File: src/rtl/sum_accumulator.sv
// Accumulates 33-bit adder beats {carry, sum} into a wide batch total and hands it off through a valid/ready result register.
// Optional SUM_ACC_SATURATE_EN: clamp the accumulator to all-ones on overflow instead of wrapping.
module sum_accumulator #(
    parameter int unsigned ACC_W = 40,
    parameter int unsigned CNT_W = 8
) (
    input  logic             clock,
    input  logic             reset,
    input  logic             in_valid,
    input  logic [31:0]      in_sum,
    input  logic             in_carry,
    input  logic             in_last,
    output logic             in_ready,
    output logic             out_valid,
    input  logic             out_ready,
    output logic [ACC_W-1:0] out_acc,
    output logic [CNT_W-1:0] out_count,
    output logic             out_overflow,
    output logic             out_forced
);

    localparam int unsigned SUM_W = ACC_W + 1;
    localparam logic [CNT_W-1:0] CNT_MAX = '1;

    typedef enum logic [1:0] {
        IDLE  = 2'd0,
        ACCUM = 2'd1,
        HOLD  = 2'd2
    } state_t;

    state_t            state, state_next;
    logic [ACC_W-1:0]  acc, acc_next;
    logic [CNT_W-1:0]  count, count_next;
    logic              sticky, sticky_next;
    logic              valid_next;
    logic [ACC_W-1:0]  res_acc_next;
    logic [CNT_W-1:0]  res_count_next;
    logic              res_ovf_next;
    logic              res_forced_next;

    logic              accept;
    logic [SUM_W-1:0]  beat;
    logic [SUM_W-1:0]  sum;
    logic              ovf;
    logic [CNT_W-1:0]  count_inc;
    logic              limit;
    logic              close;
    logic [ACC_W-1:0]  acc_upd;

    // Accumulator and count are always empty outside ACCUM, so a HOLD hand-off beat adds onto zero.
    assign in_ready  = (state != HOLD) || out_ready;
    assign accept    = in_valid && in_ready;
    assign beat      = SUM_W'({in_carry, in_sum});
    assign sum       = SUM_W'(acc) + beat;
    assign ovf       = sum[ACC_W];
    assign count_inc = count + CNT_W'(1);
    assign limit     = (count_inc == CNT_MAX);
    assign close     = in_last || limit;

`ifdef SUM_ACC_SATURATE_EN
    assign acc_upd = (ovf || sticky) ? '1 : sum[ACC_W-1:0];
`else
    assign acc_upd = sum[ACC_W-1:0];
`endif

    // Next-state and result-register logic
    always_comb begin
        state_next      = state;
        acc_next        = acc;
        count_next      = count;
        sticky_next     = sticky;
        valid_next      = out_valid;
        res_acc_next    = out_acc;
        res_count_next  = out_count;
        res_ovf_next    = out_overflow;
        res_forced_next = out_forced;

        case (state)
            HOLD: begin
                if (out_ready) begin
                    valid_next = 1'b0;
                    state_next = IDLE;
                end
            end
            default: ;
        endcase

        if (accept) begin
            if (close) begin
                valid_next      = 1'b1;
                res_acc_next    = acc_upd;
                res_count_next  = count_inc;
                res_ovf_next    = sticky || ovf;
                res_forced_next = !in_last;
                acc_next        = '0;
                count_next      = '0;
                sticky_next     = 1'b0;
                state_next      = HOLD;
            end else begin
                acc_next    = acc_upd;
                count_next  = count_inc;
                sticky_next = sticky || ovf;
                state_next  = ACCUM;
            end
        end
    end

    always_ff @(posedge clock or negedge reset) begin
        if (!reset) begin
            state        <= IDLE;
            acc          <= '0;
            count        <= '0;
            sticky       <= 1'b0;
            out_valid    <= 1'b0;
            out_acc      <= '0;
            out_count    <= '0;
            out_overflow <= 1'b0;
            out_forced   <= 1'b0;
        end else begin
            state        <= state_next;
            acc          <= acc_next;
            count        <= count_next;
            sticky       <= sticky_next;
            out_valid    <= valid_next;
            out_acc      <= res_acc_next;
            out_count    <= res_count_next;
            out_overflow <= res_ovf_next;
            out_forced   <= res_forced_next;
        end
    end

endmodule

File: config.mk
export PLATFORM = sky130hd
export DESIGN_NAME = sum_accumulator
export DESIGN_NICKNAME = d
export VERILOG_FILES = /design/src/rtl/sum_accumulator.sv
export SDC_FILE = /design/constraint.sdc
export NUM_CORES = 1
export LEC_CHECK = 0
export BUFFER_PORTS_ARGS = -buffer_cell sky130_fd_sc_hd__buf_2
export CAP_MARGIN = 30
export CORE_UTILIZATION = 55
export DETAILED_ROUTE_END_ITERATION = 7
export PLACE_DENSITY = 0.81
export SLEW_MARGIN = 20
export SYNTH_ARGS = -nofsm -noshare
export SYNTH_HDL_FRONTEND = slang
export SYNTH_SLANG_ARGS = --single-unit
File: constraint.sdc
create_clock -name clock -period 3.1 [get_ports clock]
set_clock_uncertainty 0.1 [all_clocks]
set_input_delay 0.465 -clock clock [delete_from_list [all_inputs] [get_ports clock]]
set_output_delay 0.465 -clock clock [all_outputs]
set_load 0.01 [all_outputs]
**After elaboration in Yosys (flattened, before gate mapping)**

Cells that the tools add are included.

- Add/subtract/negate cells: 2
- Equal/unequal tests: 3
- Muxes and demuxes: 11
- Reduce and logical (&&, ||, !) cells: 9

Operators by type and width:

| kind | count |
|---|---|
| $add A40 B33 Y41 | 1 |
| $mux W40 | 1 |
| $add A8 B1 Y8 const B | 1 |
| $eq A8 B8 Y1 const B | 1 |
| $mux W2 | 4 |
| $mux W8 | 1 |
| $mux W1 | 5 |
| $reduce_and A2 Y1 | 2 |
| $reduce_bool A2 Y1 | 2 |
| $logic_or A1 B1 Y1 | 3 |
| $eq A2 B2 Y1 const B | 1 |
| $ne A2 B2 Y1 const B | 1 |
| $logic_and A1 B1 Y1 | 1 |
| $logic_not A1 Y1 | 1 |

- Bits in registers: 102
- Bits of input ports: 38
- Output and inout bits: 52

**Depth between registers and ports, before layout**

Gate-level depths: netlist (run 1).

- Word-level depth: 5
- Gate-level depth with buffers: 12
- Gate-level depth less buffers: 11

**Worst setup path before layout (run 1)**

Ideal clock, no wire load.

- Path type: input -> register
- From: input in_sum[14]
- To: register out_acc[33]
- Library setup time: 0.126 ns
- Arrival: 2.763 ns
- Slack: 0.110 ns
- Stages on the path: 12
- Path buffers: 2
- Path through: ha_1 > buf_6 > a21o_1 > a221o_1 > a211o_1 > a41oi_2 > a21o_2 > a31oi_4 > a221oi_4 > buf_6 > xnor2_1 > o21ai_2

- Word-level cells in the longest chain between the ends: 1

RTL lines:

| item | line | source |
|---|---|---|
| start: declaration | 10 | `input logic [31:0] in_sum,` |
| $add A40 B33 Y41 | 54 | `assign sum = SUM_W'(acc) + beat;` |
| end signal: assignment | 125 | `out_acc <= res_acc_next;` |
| end: declaration | 16 | `output logic [ACC_W-1:0] out_acc,` |

Every way passes these cells.
A chain may end at the register's enable or synchronous reset.

**Worst setup path after layout (run 1)**

- From: register acc[17]
- To: register acc[37]

- Word-level cells in the longest chain between the ends: 2

RTL lines:

| item | line | source |
|---|---|---|
| start: declaration | 32 | `logic [ACC_W-1:0] acc, acc_next;` |
| start signal: assignment | 121 | `acc <= acc_next;` |
| $add A40 B33 Y41 | 54 |  |
| $mux W40 | 89 | `if (close) begin` |

Every way passes these cells.

==> metrics, run 1 <==
CTS tree yes; most frequent cells in the layout 127 x nand2_1, 102 x dfrtp_1, 88 x buf_2; FP Rows 37; Synth Warn # 0; dpl cells ~860; capturing point of the worst reg2reg path acc[37]; Final GP Congestion between 0.9 and 1; R2R setup slack 0.07 ns; Final Cycle Share 0.978; layout cells sized above 1 0.267; FF-to-FF Start acc[17]; DR iter-0 viols 272; crit path DAT around 3.3 ns; Final Hold Viols 0; Via Count about 5200; largest net degree at the start of global routing 58; Worst setup EP type flop; CP Launch Type flop; worst hold path class input pin to async pin; WS Path Type flop to flop; TritonCTS Buffers 9; CTS Buffer Depth 2; commonest non-fill, non-tap cell in the layout nand2_1; GRT Util Overall 0.275; Port Buf Inserts slightly below 90; Antenna Cells 0; Die Area between 0.01 and 0.015 sq mm; CORE AREA 0.0104 sq mm; initial antenna violation count 0; count of state elements after synthesis between 100 and 150; pwr dens 899 mW/mm^2; post-synth top area share 0.433; Area contributors post-synth dfrtp_1 43%, nand2_1 8.2%, ha_1 7.4%; Seq/Total Area, Yosys 0.433; Async SR Flop Fraction 1.00; Slew Viols, Final 0; Starting Density 0.569; Area Growth Syn to Fin 18.7%; syn nets 702; worst-path maximum fanout 6; total clock sinks between 100 and 150; crit path setup slack, layout roughly 0.068 ns; delay-heaviest family, CP simple AND/OR/NAND/NOR gates; Netlist cell types 57; Avg WL per Cell between 15 and 20 microns; ANT nets after route 0; CP bufs+invs 2; Root Buffer clkbuf_8; vias in the first global route 5178; mux contribution to synthesized area 0.0191; slowest cell on the critical path or4_2; Clock transition at path regs 0.11 ns; DP Worst Slack -0.306 ns; Skew-Pair Late Insertion Delay 0.39 ns; Post-Synth XOR/XNOR Area 0.0624; Setup violations, final 0; global-route wire length before repair around 24000 microns; Critical Path, Cell by Cell ha_4 > and4_4 > nand3_1 > nor2_2 > o41ai_2 > buf_4 > a21o_2 > a31oi_4 > a221oi_4 > buf_6 > or4_2 > nand3_1; Max Freq approximately 330 MHz; Synth Flop Type dfrtp_1; outcome completed; Final #Nets 814; max cap viols 0; Yosys top cell by area dfrtp_1; H-tree Lvls 3; I/O pins 90; Pleak around 3.5 nW; number of remaining DRC errors 0; Die X-Extent roughly 110 microns; total power around 6.3 mW; adder-cell share of the synthesized area 0.0777; cell mode on critical path nand3_1; Post-Syn Instances between 600 and 700; Worst R2R Path Depth 12; Via density ~5.9; number of detailed-route iterations in the first pass 5; Simple-Gate Fraction of Synth Area 0.162; Finished Layout Cells roughly 900; post-synthesis cell area ~0.0059 sq mm; Die Ht between 100 and 150 microns; CP required 3.32 ns; Synth Area in Compound Gates 0.215; crit path time final around 3 ns; DPL Wire Length approximately 11000 microns; main combinational cell family by area after synthesis compound AO/OA/AOI/OAI gates; relative slew slack 0.511; VDD IR-drop max 538 uV; Post-synth EDFFs 0; CP peak stage delay approximately 0.53 ns; Syn Area/Cell around 9.4 sq um; Routed WL 14800 microns; worst slew pin tran ~0.73 ns; total gr overflow 0
## final cells by class
| cell class | count | area [sq um] |
|---|---|---|
| sequential | 102 | 2550 |
| tap | 136 | 170 |
| inverter | 11 | 41.3 |
| multi-input combinational | 482 | 3260 |
| fill | 819 | 3370 |
| timing repair buffer | 134 | 793 |
| clock inverter | 7 | 52.6 |
| clock buffer | 9 | 124 |
## layer usage
metal,GRT usage,part of all wire,up-vias
met5,0,0,-
met4,0.115,0.022,0
met3,0.0538,0.064,27
met2,0.440,0.48,193
met1,0.367,0.44,2518
li1,-,-,2471
## synthesized netlist by cell type, types with 3 or more instances
master and count:
nand4_1 8, a221oi_1 3, mux2_2 10, or4_2 3, and4_1 4, and3_1 9, o21ai_2 4, dfrtp_1 102
or3_2 4, a21o_1 24, a31oi_1 7, or3_1 3, nor2_1 22, nand3_1 14, a21oi_1 26, a22o_1 17
a211oi_1 3, o211ai_1 5, clkbuf_1 28, nor3_1 4, ha_1 35, xnor2_1 25, o21a_1 5, xor2_1 17
nand2_1 129, inv_1 11, and2_1 4, o31ai_1 16, o21ai_0 48
## worst max-delay path by stage
stage	start	end	slack [ns]	cells after the start
6_report	acc[17]	acc[37]	0.07	12
5_1_grt	acc[0]	sticky	-0.02	12
4_1_cts	acc[0]	acc[26]	0.01	11
3_5_place_dp	in_sum[3]	out_acc[33]	-0.31	12
3_3_place_gp	in_sum[3]	out_acc[33]	-0.15	12
2_1_floorplan	in_sum[14]	out_acc[33]	0.11	12
## report_power, final
group,internal [mW],switching [mW],total [mW],leakage (nW)
Clock,0.301,0.506,0.807,0.0908
Combinational,1.55,1.86,3.41,2.06
Sequential,1.78,0.289,2.07,1.31
Total,3.63,2.66,6.29,3.46
## per-stage QoR
stage | setup TNS [ns] | hold slack, ns | area [sq um] | util
6_report | 0 | 0.0245 | 7000 | 0.675
5_1_grt | -0.0426 | 0.0814 | 7000 | 0.675
4_1_cts | 0 | 0.0462 | 6890 | 0.665
3_5_place_dp | -3.47 | 0.355 | 6710 | 0.647
3_3_place_gp | -1.25 | 0.348 | 6710 | 0.647
2_1_floorplan | 0 | 0.0694 | 5900 | -
## registers in the layout, summed over array words and instances, names as in the netlist
name	flops
out_overflow	1
acc	40
state	2
out_forced	1
out_acc	40
sticky	1
count	8
out_valid	1
out_count	8
## cells by family after synthesis
kind of cell / after synthesis
AND/OR/NAND/NOR: 212
AO/OA/AOI/OAI: 182
flip-flops: 102
buffers and inverters: 44
XOR/XNOR: 42
adder cells (fa/ha/maj): 36
multiplexers: 10
## timing repair
action | 4_1_cts | 5_1_grt
setup endpoints to repair | 8 | 19
hold buffers | 0 | 0
setup buffers | 0 | 1
pin swaps | 0 | 7
hold endpoints to repair | 0 | 0
gates resized for setup | 1 | 16
Power figures use the tool's default switching activity.
==> run 2, diff against run 1 <==
--- a/config.mk
+++ b/config.mk
@@ -5,11 +5,13 @@
 export SDC_FILE = /design/constraint.sdc
 export NUM_CORES = 1
 export LEC_CHECK = 0
+export ABC_AREA = 1
 export BUFFER_PORTS_ARGS = -buffer_cell sky130_fd_sc_hd__buf_2
 export CAP_MARGIN = 30
 export CORE_UTILIZATION = 55
 export DETAILED_ROUTE_END_ITERATION = 7
-export PLACE_DENSITY = 0.81
+export PLACE_DENSITY = 0.8
+export SKIP_CTS_REPAIR_TIMING = 1
 export SLEW_MARGIN = 20
 export SYNTH_ARGS = -nofsm -noshare
 export SYNTH_HDL_FRONTEND = slang
==> metrics, run 2 <==
outcome completed; fillers 1177 (+44%); CP required 3.25 ns (-0.07 ns); Antenna Cells 0 (unchanged); number of detailed-route iterations in the first pass 5 (unchanged); Post-Syn Instances 1042 (+66%); mux contribution to synthesized area 0 (-0.0191); DR iter-0 viols 560 (+110%); DP Worst Slack 0.412 ns (+0.719 ns); Via density 5.13 (-13%); Max Freq 390 MHz (+18%); relative slew slack 0.567 (+0.0559); cell area after placement 0.00745 sq mm (+11%); pwr dens 849 mW/mm^2 (-5.6%); TritonCTS Buffers 9 (unchanged); most frequent cell after synthesis nand2_1; Worst R2R Path Depth 14 (+2); vias in the first global route 5911 (+14%); crit path time final 2.57 ns (-0.466 ns); global-route wire length before repair 30100 microns (+24%); cell internal pwr 3.52 mW (-3.1%); crit path DAT 2.72 ns (-0.54 ns); Setup violations, final 0 (unchanged); total gr overflow 0 (unchanged); max cap viols 0 (unchanged); Final Hold Viols 0 (unchanged); total clock sinks 102 (unchanged); Netlist cell types 28 (-51%); worst-path maximum fanout 4 (-2); GRT Util Overall 0.306 (+0.0310); crit path setup slack, layout 0.533 ns (+0.466 ns); Skew-Pair Late Insertion Delay 0.36 ns (-0.03 ns); most frequent cells in the layout 486 x nand2_1, 135 x inv_1, 102 x dfrtp_1; Clock transition at path regs 0.07 ns (-0.04 ns); worst slew pin tran 0.649 ns (-0.0839 ns); Sw Pwr 3.06 mW (+15%); WS Path Type flop to flop; main combinational cell family by area after synthesis simple AND/OR/NAND/NOR gates; Synth Warn # 0 (unchanged); Die X-Extent 113 microns (+7.4%); DPL Wire Length 14600 microns (+35%); Die Area 0.0129 sq mm (+15%); Synth Area in Compound Gates 0.0591 (-0.156); Yosys top cell by area dfrtp_1; layout cells sized above 1 0.107 (-0.161); Final GP Congestion 0.995 (+5.9%); top flop regs acc (40), out_acc (40); Final #Nets 1205 (+48%); Starting Density 0.566 (-0.00309); Avg WL per Cell 14.4 microns (-14%); Final Cycle Share 0.828 (-0.150); VDD IR-drop max 487 uV (-9.4%); adder-cell share of the synthesized area 0.0671 (-0.0105); Slew Viols, Final 0 (unchanged); WHS 0.0183 ns (-0.00618 ns); Routed WL 18800 microns (+28%); ANT nets after route 0 (unchanged); largest net degree at the start of global routing 56 (-3.4%); worst hold path class input pin to async pin; Worst setup EP type flop; Root Buffer clkbuf_16; FP Rows 40 (+8.1%); Switching Fraction 0.465 (+0.0424); Post-Synth XOR/XNOR Area 0.0295 (-0.0329); Port Buf Inserts 89 (unchanged); RSZ-0062 raised after global routing false; Post-synth EDFFs 0 (unchanged); post-synthesis cell area 0.00682 sq mm (+16%); CTS tree yes; CP Launch Type flop; Synth Flop Type dfrtp_1; I/O pins 90 (unchanged); Post-synth top cells 486 x nand2_1, 135 x inv_1, 102 x dfrtp_1; count of state elements after synthesis 102 (unchanged); H-tree Lvls 3 (unchanged); Seq/Total Area, Yosys 0.374 (-0.0587); setup_tns 0 ns (unchanged); Flop pwr share 0.313 (-0.016); Simple-Gate Fraction of Synth Area 0.379 (+0.218); number of remaining DRC errors 0 (unchanged); initial antenna violation count 0 (unchanged); post-synth top area share 0.374 (-0.0587); CTS Buffer Depth 2 (unchanged); Area Growth Syn to Fin 13.6%; Via Count 6695 (+29%); clock share of power 0.177 (+0.049); Design Area, Final 0.00775 sq mm (+11%); Async SR Flop Fraction 1.00 (unchanged); syn nets 1116 (+59%); Die Ht 113 microns (+7.4%); commonest non-fill, non-tap cell in the layout nand2_1; Pleak 4.56 nW (+32%); CORE AREA 0.0121 sq mm (+16%); Area contributors post-synth dfrtp_1 37%, nand2_1 27%, inv_1 7.4%; Syn Area/Cell 6.55 sq um (-30%); combinational share of power 0.510 (-0.033)
[run 2: cell count changes after synthesis, moves of 7 or more]
cell,before,now
a21o_1,24,2
a22o_1,17,0
a31oi_1,7,0
and3_1,9,0
clkbuf_1,28,7
inv_1,11,135
mux2_2,10,0
nand2_1,129,486
nand3_1,14,65
nor2_1,22,73
nor3_1,4,11
o21ai_0,48,33
o31ai_1,16,0
xnor2_1,25,5
[run 2: area by class of cell]
cell class	count	area [sq um]	share of cell area
sequential	102	2550	0.330
tap	168	210	0.0271
multi-input combinational	785	3650	0.471
clock inverter	5	65.1	0.00840
clock buffer	11	233	0.0300
timing repair buffer	98	528	0.0682
inverter	135	507	0.0654
[run 2: worst max-delay path, cell delays in order (launching register included)]
cell     delay, ns
dfrtp_1       0.38
ha_1          0.24
fa_1          0.45
nand3_1       0.09
nand3_1       0.16
nand2_1       0.10
nand3_1       0.14
nand2_1       0.10
nand2_1       0.18
nand2_1       0.18
nand2_1       0.08
nand2_1       0.07
nand2_1       0.06
nand2_1       0.07
nand2_1       0.06
[run 2: metrics by stage]
step / total power [mW] / util / instances
after global placement: 5.31 / 0.618 / 1288
after CTS: 6.55 / 0.642 / 1304
after global routing: 7.09 / 0.642 / 1304
after floorplan: 4.29 / - / 1042
after detailed placement: 5.35 / 0.618 / 1288
final: 6.58 / 0.642 / 1304
[run 2: logic make-up after synthesis]
group           after synthesis
compound gates               76
xor+xnor                     23
fa+ha+maj                    36
buf+inv                     155
flops                       102
simple gates                650
[run 2: metal layers]
| layer | routed length (microns) | part of all wire | track usage | vias up |
|---|---|---|---|---|
| met1 | 9410 | 0.50 | 0.463 | 3055 |
| met2 | 7910 | 0.42 | 0.452 | 222 |
| met5 | 0 | 0 | 0 | - |
| met3 | 1250 | 0.066 | 0.0520 | 23 |
| met4 | 271 | 0.014 | 0.0807 | 0 |
| li1 | - | - | - | 3395 |
[run 2: power by group through the flow]
stage	registers, mW	clock network (mW)	logic [mW]
3_3_place_gp	2.06	0	3.25
5_1_grt	2.10	1.24	3.75
4_1_cts	2.05	1.19	3.31
3_5_place_dp	2.06	0	3.29
2_1_floorplan	2.11	0	2.18
6_report	2.06	1.17	3.35
[run 2: worst paths after layout]
check | to | start | slack, ns
worst min register to register | out_acc[32] | out_acc[32] | 0.38
max in group asynchronous | acc[19] | reset | 2.15
worst max register to register | acc[32] | acc[0] | 0.53
min in group clock | state[0] | in_valid | 0.22
worst max-delay path | acc[32] | acc[0] | 0.53
worst min-delay path | out_count[5] | reset | 0.02
